$ cat config.mk
export PLATFORM = sky130hd
export DESIGN_NAME = dbg_cpu_mux_flat
export DESIGN_NICKNAME = d
export VERILOG_FILES = /design/src/rtl/dbg_pkg.sv /design/src/rtl/dbg_cpu_mux_if.sv /design/src/rtl/dbg_cpu_mux.sv /design/src/flat_wrapper.sv
export SDC_FILE = /design/constraint.sdc
export NUM_CORES = 1
export LEC_CHECK = 0
export CAP_MARGIN = 10
export CORE_AREA = 4 4 163 165
export DETAILED_ROUTE_END_ITERATION = 6
export DIE_AREA = 0 0 167 169
export PLACE_DENSITY_LB_ADDON = 0.12
export SYNTH_ARGS = -nofsm -noshare
export SYNTH_HDL_FRONTEND = slang
export SYNTH_SLANG_ARGS = --single-unit
export TNS_END_PERCENT = 30
$ cat constraint.sdc
create_clock -name clk -period 3.7 [get_ports clk]
set_input_delay 0.74 -clock clk [delete_from_list [all_inputs] [get_ports clk]]
set_output_delay 0.74 -clock clk [all_outputs]
set_load 0.02 [all_outputs]
$ cat src/rtl/dbg_pkg.sv
// dbg_pkg: FSM state encoding, local register offsets and default error data for dbg_cpu_mux
package dbg_pkg;
  typedef enum logic [1:0] {IDLE, REQ, RESP} state_t;
  localparam logic [1:0] LOC_STATUS = 2'd0;
  localparam logic [1:0] LOC_BPMASK = 2'd1;
  localparam logic [1:0] LOC_STALL = 2'd2;
  localparam logic [1:0] LOC_SEL = 2'd3;
  localparam logic [31:0] ERR_DATA_DEF = 32'hDEAD_BEEF;
endpackage

$ cat src/rtl/dbg_cpu_mux_if.sv
// dbg_cpu_mux_if: upstream debug bus plus the fanned-out per-core debug ports
interface dbg_cpu_mux_if #(
  parameter int NB_CORES = 4,
  parameter int ADDR_WIDTH = 16,
  parameter int DATA_WIDTH = 32
);
  logic [ADDR_WIDTH-1:0] addr;
  logic [DATA_WIDTH-1:0] wdata;
  logic [DATA_WIDTH-1:0] rdata;
  logic stb;
  logic we;
  logic ack;
  logic stall;
  logic bp;
  logic [NB_CORES*ADDR_WIDTH-1:0] cpu_addr;
  logic [NB_CORES*DATA_WIDTH-1:0] cpu_wdata;
  logic [NB_CORES*DATA_WIDTH-1:0] cpu_rdata;
  logic [NB_CORES-1:0] cpu_stb;
  logic [NB_CORES-1:0] cpu_we;
  logic [NB_CORES-1:0] cpu_ack;
  logic [NB_CORES-1:0] cpu_bp;
  logic [NB_CORES-1:0] cpu_stall;
  modport slave (
    input addr, wdata, stb, we, stall, cpu_rdata, cpu_ack, cpu_bp,
    output rdata, ack, bp, cpu_addr, cpu_wdata, cpu_stb, cpu_we, cpu_stall
  );
  modport master (
    output addr, wdata, stb, we, stall, cpu_rdata, cpu_ack, cpu_bp,
    input rdata, ack, bp, cpu_addr, cpu_wdata, cpu_stb, cpu_we, cpu_stall
  );
endinterface

$ cat src/rtl/dbg_cpu_mux.sv
// dbg_cpu_mux: fans one debug CPU bus out to NB_CORES cores with local control regs, ack timeout and group halt
module dbg_cpu_mux
  import dbg_pkg::*;
#(
  parameter int NB_CORES = 4,
  parameter int ADDR_WIDTH = 16,
  parameter int DATA_WIDTH = 32,
  parameter int TIMEOUT = 1023,
  parameter int GROUP_HALT = 1,
  parameter logic [DATA_WIDTH-1:0] ERR_DATA = DATA_WIDTH'(ERR_DATA_DEF)
) (
  input logic clk,
  input logic rst,
  dbg_cpu_mux_if.slave bus
);
  localparam int SW = NB_CORES > 1 ? $clog2(NB_CORES) : 1;
  localparam int TW = $clog2(TIMEOUT + 1);
  localparam logic [TW-1:0] TLAST = TW'(TIMEOUT - 1);
  localparam logic [TW-1:0] TMAX = TW'(TIMEOUT);
  state_t state, next;
  logic gap;
  logic [ADDR_WIDTH-1:0] a_addr;
  logic [DATA_WIDTH-1:0] a_data, rdata, loc_rd, core_rd;
  logic a_we, err, is_local, take, wr, hit_ack, expired, grp;
  logic [SW-1:0] sel, a_sel;
  logic [NB_CORES-1:0] stall_reg, bp_sticky, bp_mask, bp_q, bp_hit, clr;
  logic [NB_CORES-1:0] stb_v, we_v;
  logic [NB_CORES*ADDR_WIDTH-1:0] addr_v;
  logic [NB_CORES*DATA_WIDTH-1:0] data_v;
  logic [TW-1:0] timer;
  logic [1:0] wa;
  assign wa = bus.addr[1:0];
  assign is_local = &bus.addr[ADDR_WIDTH-1:2];
  assign take = state == IDLE && !gap && bus.stb;
  assign wr = take && is_local && bus.we;
  assign hit_ack = bus.cpu_ack[a_sel];
  assign expired = timer == TLAST;
  assign core_rd = bus.cpu_rdata[a_sel*DATA_WIDTH +: DATA_WIDTH];
  assign bp_hit = bus.cpu_bp & ~bp_mask;
  assign grp = GROUP_HALT != 0 && |(bp_hit & ~bp_q);
  assign clr = wr && wa == LOC_STATUS ? bus.wdata[NB_CORES-1:0] : '0;
  always_comb begin
    next = state == RESP ? IDLE :
           state == REQ ? (hit_ack || expired ? RESP : REQ) :
           take ? (is_local ? RESP : REQ) : IDLE;
    loc_rd = wa == LOC_SEL ? DATA_WIDTH'(sel) :
             wa == LOC_STALL ? DATA_WIDTH'(stall_reg) :
             wa == LOC_BPMASK ? DATA_WIDTH'(bp_mask) : DATA_WIDTH'({err, bp_sticky});
  end
  always_ff @(posedge clk) begin
    if (rst) begin
      state <= IDLE;
      gap <= 1'b0;
      a_addr <= '0;
      a_data <= '0;
      a_we <= 1'b0;
      a_sel <= '0;
      sel <= '0;
      rdata <= '0;
      err <= 1'b0;
      timer <= '0;
      stall_reg <= '0;
      bp_sticky <= '0;
      bp_mask <= '0;
      bp_q <= '0;
    end else begin
      state <= next;
      gap <= state == RESP;
      bp_q <= bp_hit;
      bp_sticky <= (bp_sticky & ~clr) | bp_hit;
      stall_reg <= grp ? '1 : wr && wa == LOC_STALL ? bus.wdata[NB_CORES-1:0] : stall_reg;
      if (take) begin
        a_addr <= bus.addr;
        a_data <= bus.wdata;
        a_we <= bus.we;
        a_sel <= sel;
        timer <= '0;
      end else if (state == REQ) begin
        timer <= timer == TMAX ? timer : timer + 1'b1;
      end
      if (take && is_local && !bus.we) rdata <= loc_rd;
      if (state == REQ && hit_ack) begin
        rdata <= core_rd;
      end else if (state == REQ && expired) begin
        rdata <= ERR_DATA;
        err <= 1'b1;
      end
      if (wr && wa == LOC_SEL && bus.wdata < DATA_WIDTH'(NB_CORES)) sel <= SW'(bus.wdata);
      if (wr && wa == LOC_BPMASK) bp_mask <= bus.wdata[NB_CORES-1:0];
      if (wr && wa == LOC_STATUS && bus.wdata[NB_CORES]) err <= 1'b0;
    end
  end
  for (genvar i = 0; i < NB_CORES; i++) begin : g_core
    assign stb_v[i] = state == REQ && a_sel == SW'(i);
    assign we_v[i] = stb_v[i] && a_we;
    assign addr_v[i*ADDR_WIDTH +: ADDR_WIDTH] = stb_v[i] ? a_addr : '0;
    assign data_v[i*DATA_WIDTH +: DATA_WIDTH] = stb_v[i] ? a_data : '0;
  end
  assign bus.cpu_stb = stb_v;
  assign bus.cpu_we = we_v;
  assign bus.cpu_addr = addr_v;
  assign bus.cpu_wdata = data_v;
  assign bus.ack = state == RESP;
  assign bus.rdata = rdata;
  assign bus.bp = |bp_sticky;
  assign bus.cpu_stall = stall_reg | {NB_CORES{bus.stall}};
endmodule

$ cat src/flat_wrapper.sv
// flat-port wrapper written by rule: the top's interface ports become plain ports
module dbg_cpu_mux_flat import dbg_pkg::*;
#(
  parameter int NB_CORES = 4,
  parameter int ADDR_WIDTH = 16,
  parameter int DATA_WIDTH = 32,
  parameter int TIMEOUT = 1023,
  parameter int GROUP_HALT = 1,
  parameter logic [DATA_WIDTH-1:0] ERR_DATA = DATA_WIDTH'(ERR_DATA_DEF)
)
  (clk, rst, bus_addr, bus_wdata, bus_stb, bus_we, bus_stall, bus_cpu_rdata, bus_cpu_ack, bus_cpu_bp, bus_rdata, bus_ack, bus_bp, bus_cpu_addr, bus_cpu_wdata, bus_cpu_stb, bus_cpu_we, bus_cpu_stall);
  dbg_cpu_mux_if #(.NB_CORES(NB_CORES), .ADDR_WIDTH(ADDR_WIDTH), .DATA_WIDTH(DATA_WIDTH)) bus_i ();
  input logic clk;
  input logic rst;
  input wire logic [$bits(bus_i.addr)-1:0] bus_addr;
  input wire logic [$bits(bus_i.wdata)-1:0] bus_wdata;
  input wire logic [$bits(bus_i.stb)-1:0] bus_stb;
  input wire logic [$bits(bus_i.we)-1:0] bus_we;
  input wire logic [$bits(bus_i.stall)-1:0] bus_stall;
  input wire logic [$bits(bus_i.cpu_rdata)-1:0] bus_cpu_rdata;
  input wire logic [$bits(bus_i.cpu_ack)-1:0] bus_cpu_ack;
  input wire logic [$bits(bus_i.cpu_bp)-1:0] bus_cpu_bp;
  output wire logic [$bits(bus_i.rdata)-1:0] bus_rdata;
  output wire logic [$bits(bus_i.ack)-1:0] bus_ack;
  output wire logic [$bits(bus_i.bp)-1:0] bus_bp;
  output wire logic [$bits(bus_i.cpu_addr)-1:0] bus_cpu_addr;
  output wire logic [$bits(bus_i.cpu_wdata)-1:0] bus_cpu_wdata;
  output wire logic [$bits(bus_i.cpu_stb)-1:0] bus_cpu_stb;
  output wire logic [$bits(bus_i.cpu_we)-1:0] bus_cpu_we;
  output wire logic [$bits(bus_i.cpu_stall)-1:0] bus_cpu_stall;
  assign bus_i.addr = bus_addr;
  assign bus_i.wdata = bus_wdata;
  assign bus_i.stb = bus_stb;
  assign bus_i.we = bus_we;
  assign bus_i.stall = bus_stall;
  assign bus_i.cpu_rdata = bus_cpu_rdata;
  assign bus_i.cpu_ack = bus_cpu_ack;
  assign bus_i.cpu_bp = bus_cpu_bp;
  assign bus_rdata = bus_i.rdata;
  assign bus_ack = bus_i.ack;
  assign bus_bp = bus_i.bp;
  assign bus_cpu_addr = bus_i.cpu_addr;
  assign bus_cpu_wdata = bus_i.cpu_wdata;
  assign bus_cpu_stb = bus_i.cpu_stb;
  assign bus_cpu_we = bus_i.cpu_we;
  assign bus_cpu_stall = bus_i.cpu_stall;
  dbg_cpu_mux #(.NB_CORES(NB_CORES), .ADDR_WIDTH(ADDR_WIDTH), .DATA_WIDTH(DATA_WIDTH), .TIMEOUT(TIMEOUT), .GROUP_HALT(GROUP_HALT), .ERR_DATA(ERR_DATA)) u_core (.clk(clk), .rst(rst), .bus(bus_i));
endmodule
======== Yosys cells after proc, flatten, opt, wreduce, memory -nomap -nowiden ========
Index checks and enable logic that the tools add are counted.
cells by class
  shift-type cells ........................ 1
  multiply operators ...................... 0
  bitwise operators ....................... 10
  muxes and demuxes ....................... 23
  $add $sub $neg .......................... 1
  equality and inequality tests ........... 10
  order comparisons ....................... 2
  divide/modulo/power cells ............... 0
  reduce and logical (&&, ||, !) cells .... 37
operator list
  operator                                                               count
  32-bit two-way mux                                                     9
  128-bit by 8-bit indexed part select with 32-bit output                1
  16-bit two-way mux                                                     4
  32-bit by 3-bit < comparator with 1-bit output, second input constant  1
  1-bit logical AND                                                      21
  10-bit == test, second input constant                                  2
  14-bit AND reduction                                                   1
  4-bit bitwise AND                                                      3
  4-bit two-way mux                                                      3
  4-bit inverter                                                         3
  10-bit by 1-bit adder with 10-bit output, second input constant        1
  2-bit == test, second input constant                                   5
  2-bit two-way mux                                                      4
  4-bit OR                                                               2
  4-bit OR reduction                                                     2
  2-bit by 1-bit == test with 1-bit output, second input constant        3
  2-bit logical NOT                                                      3
  2-bit OR reduction                                                     3
  5-bit two-way mux                                                      1
  2-bit AND reduction                                                    2
  2-bit by 3-bit < comparator with 1-bit output, second input constant   1
  3-bit nonzero test                                                     1
  1-bit binary-select mux with 2-bit select                              1
  1-bit logical NOT                                                      2
  other kinds (4)                                                        5
word-level totals
  memories ................................ 0
  memory bits (read-only) ................. 0
  output and inout bits ................... 238
  bits in writable memories ............... 0
  word-level logic and storage cells ...... 98
  bits of input ports ..................... 189
  latch bits .............................. 0
  register bits after elaboration ......... 115

======== Logic depth before layout (Yosys ltp) ========
  depth in word-level cells ............... 10
  mapped depth ............................ 7
  mapped depth without buffers ............ 6

======== Worst setup path before layout ========
Ideal clock, no wire load.
  path kind ............................... register to output
  start point ............................. register u_core.a_sel[0]
  end point ............................... output bus_cpu_addr[10]
  path slack .............................. 1.244 ns
  arrival ................................. 1.716 ns
  required time ........................... 2.960 ns
  path buffers ............................ 3
  stages on the path, launching flop included .. 6
  cell sequence ........................... dfxtp_1 > buf_2 > buf_2 > nor3_1 > clkbuf_1 > and2_1
on the way
  word-level cells in the longest chain between the ends .. 3
ends and longest elaborated chain
  element                 line                text
  from (decl)             dbg_cpu_mux.sv:25   logic [SW-1:0] sel, a_sel;
  from (signal assigned)  dbg_cpu_mux.sv:76   a_sel <= sel;
  2-bit logical NOT       dbg_cpu_mux.sv:94   assign stb_v[i] = state == REQ && a_sel == SW'(i);
  1-bit logical AND       dbg_cpu_mux.sv:94
  net bus_cpu_stb[0]      flat_wrapper.sv:28  output wire logic [$bits(bus_i.cpu_stb)-1:0] bus_cpu_stb;
  16-bit two-way mux      dbg_cpu_mux.sv:96   assign addr_v[i*ADDR_WIDTH +: ADDR_WIDTH] = stb_v[i] ? a_addr : '0;
  to (decl)               flat_wrapper.sv:26  output wire logic [$bits(bus_i.cpu_addr)-1:0] bus_cpu_addr;
The timed path passes the listed nets, and every way through them passes these cells.

======== Final worst setup path ========
  start point ............................. register u_core.state[0]
  end point ............................... output bus_cpu_wdata[103]
on the way
  word-level cells in the longest chain between the ends .. 3
ends and longest elaborated chain
  element                                   line                text
  from (decl)                               dbg_cpu_mux.sv:20   state_t state, next;
  from (signal assigned)                    dbg_cpu_mux.sv:67   state <= next;
  2-bit by 1-bit == test with 1-bit output  dbg_cpu_mux.sv:94
  1-bit logical AND                         dbg_cpu_mux.sv:94
  32-bit two-way mux                        dbg_cpu_mux.sv:97   assign data_v[i*DATA_WIDTH +: DATA_WIDTH] = stb_v[i] ? a_data : '0;
  to (decl)                                 flat_wrapper.sv:27  output wire logic [$bits(bus_i.cpu_wdata)-1:0] bus_cpu_wdata;
Every way passes these cells.

==> impl_metrics.csv <==
group,metric,value,unit
detailed_routing,drc_errors,0,
cts,cts_tree,"built",
global_route,grt_pass1_wl,47200,um
cts,clk_latency,0.42,ns
placed_design,pre_cts_slack,0.547,ns
setup_path,rr_worst_depth,6,
die,start_util,0.274,
detailed_routing,top_layer_used,"met4",
cts,clock_path_buffers,2,
yosys,syn_area_per_cell,8.36,um2
global_route,overflow,0,
detailed_routing,wl_per_cell,20.0,um
global_route,antenna_found_initial,3,
die,num_rows,58,
placed_design,gp_congestion,0.806,
cts,clk_pin_slew,0.06,ns
yosys,synthTopCellsByArea,"dfxtp_1 34%, and2_1 14%, mux4_2 11%",
pwr,power.total,0.00365,W
yosys,yosysMostFrequentCell,"and2_1",
setup_path,worstReg2RegStart,"u_core.a_sel[1]$_SDFFE_PP0P_",
sta,tightest_slew,0.816,ns
pwr,combinationalPowerShare,0.190,
detailed_routing,wl_met1,12700,um
detailed_routing,vias_per_cell,4.74,
yosys,syn_nets,1010,
detailed_routing,first_pass_iters,5,
setup_path,r2r-end,"u_core.bus.rdata[6]$_SDFFE_PP0P_",
sta,setup_ws,0.256,ns
yosys,yosysWarningCount,0,
setup_path,startpoint,"u_core.state[0]$_SDFF_PP0_",
yosys,yosysTopAreaCell,"dfxtp_1",
sta,max_freq,290,MHz
die,die-area,28200,um2
yosys,seq_area_frac_synth,0.336,
sta,hold_viol_final,0,
layout,syn2layout_area_growth,74.8,%
pwr,pwr-share-clk,0.429,
pwr,power_switching,0.000969,W
pwr,power_leakage,4.58,nW
yosys,ys.flop_type,"dfxtp_1",
pwr,pwr-share-seq,0.381,
setup_path,required,2.96,ns
cts,post_cts_buffers,0,
placed_design,portBuffers,426,
setup_path,path_cells,"nor2b_1, and3_2, buf_4, and2_1, clkdlybuf4s50_1",
cts,post_cts_resize_count,0,
global_route,track_usage,0.214,
pwr,internal-power,0.00268,W
setup_path,r2r_setup_slack,0.88,ns
yosys,yosysTopAreaCellShare,0.336,
detailed_routing,dr_wl_met3,2550,um
global_route,first_global_vias,7671,
die,core,25000,um2
sta,skew,0.0136,ns
setup_path,setup.worst_path.start_class,"flop",
placed_design,place_hpwl,23600,um
cts,cts_buffers,17,
yosys,netlist_area,6850,um2
yosys,syn_inst,819,
cts,htreeDepth,4,
sta,rsz0062_at_grt,"false",
sta,setup_violations,0,
sta,whs,0.478,ns
yosys,yosys_register_bits,115,
yosys,async_flop_share,0,
die,die_y,169,um
layout,fin_nets,1404,
global_route,grt_max_degree,59,
setup_path,cp-end-kind,"primary output",
cts,cts_root_buffer,"clkbuf_16",
detailed_routing,drt_iter0_markers,297,
outcome,status,"complete, no violations",
pwr,powerDensity,305,nW/um2
hold_path,min-delay-start,"u_core.bus.rdata[30]$_SDFFE_PP0P_",
layout,top_regs,"u_core.a_data x32, u_core.bus.rdata x32, u_core.a_addr x16",
sta,period_needed,3.44,ns
setup_path,critPathSlowestCell,"clkdlybuf4s50_1",
pwr,peakVddDrop,0.000243,V
layout,fillers,2449,
cts,ctsHoldBuffers,0,
die,fp.dieW,167,um
detailed_routing,vias,7368,
yosys,synth_edf_count,0,
cts,cts_num_sinks,115,
placed_design,dp.cells,1524,
hold_path,holdPathEnd,"u_core.bus.rdata[30]$_SDFFE_PP0P_",
hold_path,hp-class,"reg -> reg",
sta,setup_tns,0,ns
hold_path,hold_depth,1,
die,ios,427,
detailed_routing,ant_nets,0,
setup_path,path_max_fanout,50,
layout,drive_gt1_frac,0.0826,
run,maxCapViolCount,0,
sta,finalMaxSlewViolations,0,
setup_path,arrival,2.70,ns
pwr,swShare,0.265,
detailed_routing,route.met2.wl,15400,um
setup_path,critPathKind,"reg -> out",
yosys,yosysUniqueCellTypes,47,
layout,stdcell_count,1556,
sta,max_slew_margin,0.455,
setup_path,max_stage_delay,0.61,ns
yosys,synth_top_cells_by_count,"150 x and2_1, 120 x nand2_1, 115 x dfxtp_1",
detailed_routing,wirelength,31100,um
sta,post-route-period-util,0.931,
## power by group through the flow
stage          Clock (W)  Combinational [W]  Sequential, W
3_5_place_dp           0           0.000703        0.00142
4_1_cts          0.00160           0.000707        0.00139
6_report         0.00157           0.000695        0.00139
2_1_floorplan          0           0.000293        0.00140
5_1_grt          0.00166           0.000752        0.00140
3_3_place_gp           0           0.000700        0.00142
## through the flow
stage                     utilization  cell area [um2]
after floorplan                     -             6850
after global placement          0.456            11400
after detailed placement        0.456            11400
after CTS                       0.478            12000
after global routing            0.478            12000
final                           0.478            12000
## layout by cell type, fill, tap and decap left out, types with 4 or more instances in the layout
cell             instances
clkdlybuf4s50_1        425
and2_1                 150
nand2_1                120
dfxtp_1                113
a21oi_1                 60
and3_1                  51
mux4_2                  34
nor2_1                  28
inv_1                   22
o21ai_0                 22
a22o_1                  20
buf_4                   19
nand2b_1                17
clkbuf_16               17
mux2i_1                 13
nand4_1                 10
nor4_1                   9
o22ai_1                  9
nor2b_1                  8
xor2_1                   7
nand3_1                  5
clkinv_2                 5
or2_2                    4
a211oi_1                 4
a311oi_1                 4
o32ai_1                  4
## layer usage
| metal | up-vias | track usage |
|---|---|---|
| li1 | 3618 | - |
| met1 | 3432 | 0.252 |
| met2 | 299 | 0.373 |
| met3 | 19 | 0.0752 |
| met4 | 0 | 0.0551 |
| met5 | - | 0 |
## cells by family (layout without fill, tap and decap cells)
group | count (synthesis) | count (layout) | share of synthesized area
AO/OA/AOI/OAI | 129 | 129 | 0.118
other | 0 | 3 | 0
AND/OR/NAND/NOR | 422 | 422 | 0.340
XOR/XNOR | 9 | 9 | 0.0115
flip-flops | 115 | 115 | 0.336
multiplexers | 50 | 50 | 0.136
buffers and inverters | 92 | 496 | 0.0544
adder cells (fa/ha/maj) | 2 | 2 | 0.00365
## worst max-delay path: cells and delay by family (launching register included)
| kind | cells | cell delay [ns] |
|---|---|---|
| and+or+nand+nor | 3 | 0.76 |
| buffers and inverters | 2 | 1.02 |
| DFF | 1 | 0.45 |
## how the worst max path moves through the flow
stage                                        end  slack (ns)
3_3_place_gp   u_core.bus.rdata[25]$_SDFFE_PP0P_        0.59
6_report                      bus_cpu_wdata[103]        0.26
2_1_floorplan                   bus_cpu_addr[10]        1.24
5_1_grt                       bus_cpu_wdata[103]        0.10
4_1_cts                        bus_cpu_wdata[98]        0.23
3_5_place_dp   u_core.bus.rdata[19]$_SDFFE_PP0P_        0.55
## area by class of cell
| cell class | count | area [um2] | area share |
|---|---|---|---|
| Antenna cell | 3 | 7.51 | 0.000627 |
| Clock buffer | 22 | 464 | 0.0388 |
| Clock inverter | 7 | 85.1 | 0.00711 |
| Inverter | 22 | 82.6 | 0.00690 |
| Multi-Input combinational cell | 612 | 4200 | 0.351 |
| Sequential cell | 115 | 2310 | 0.193 |
| Tap cell | 330 | 413 | 0.0345 |
| Timing Repair Buffer | 445 | 4420 | 0.369 |
(Power assumes the default switching activity.)
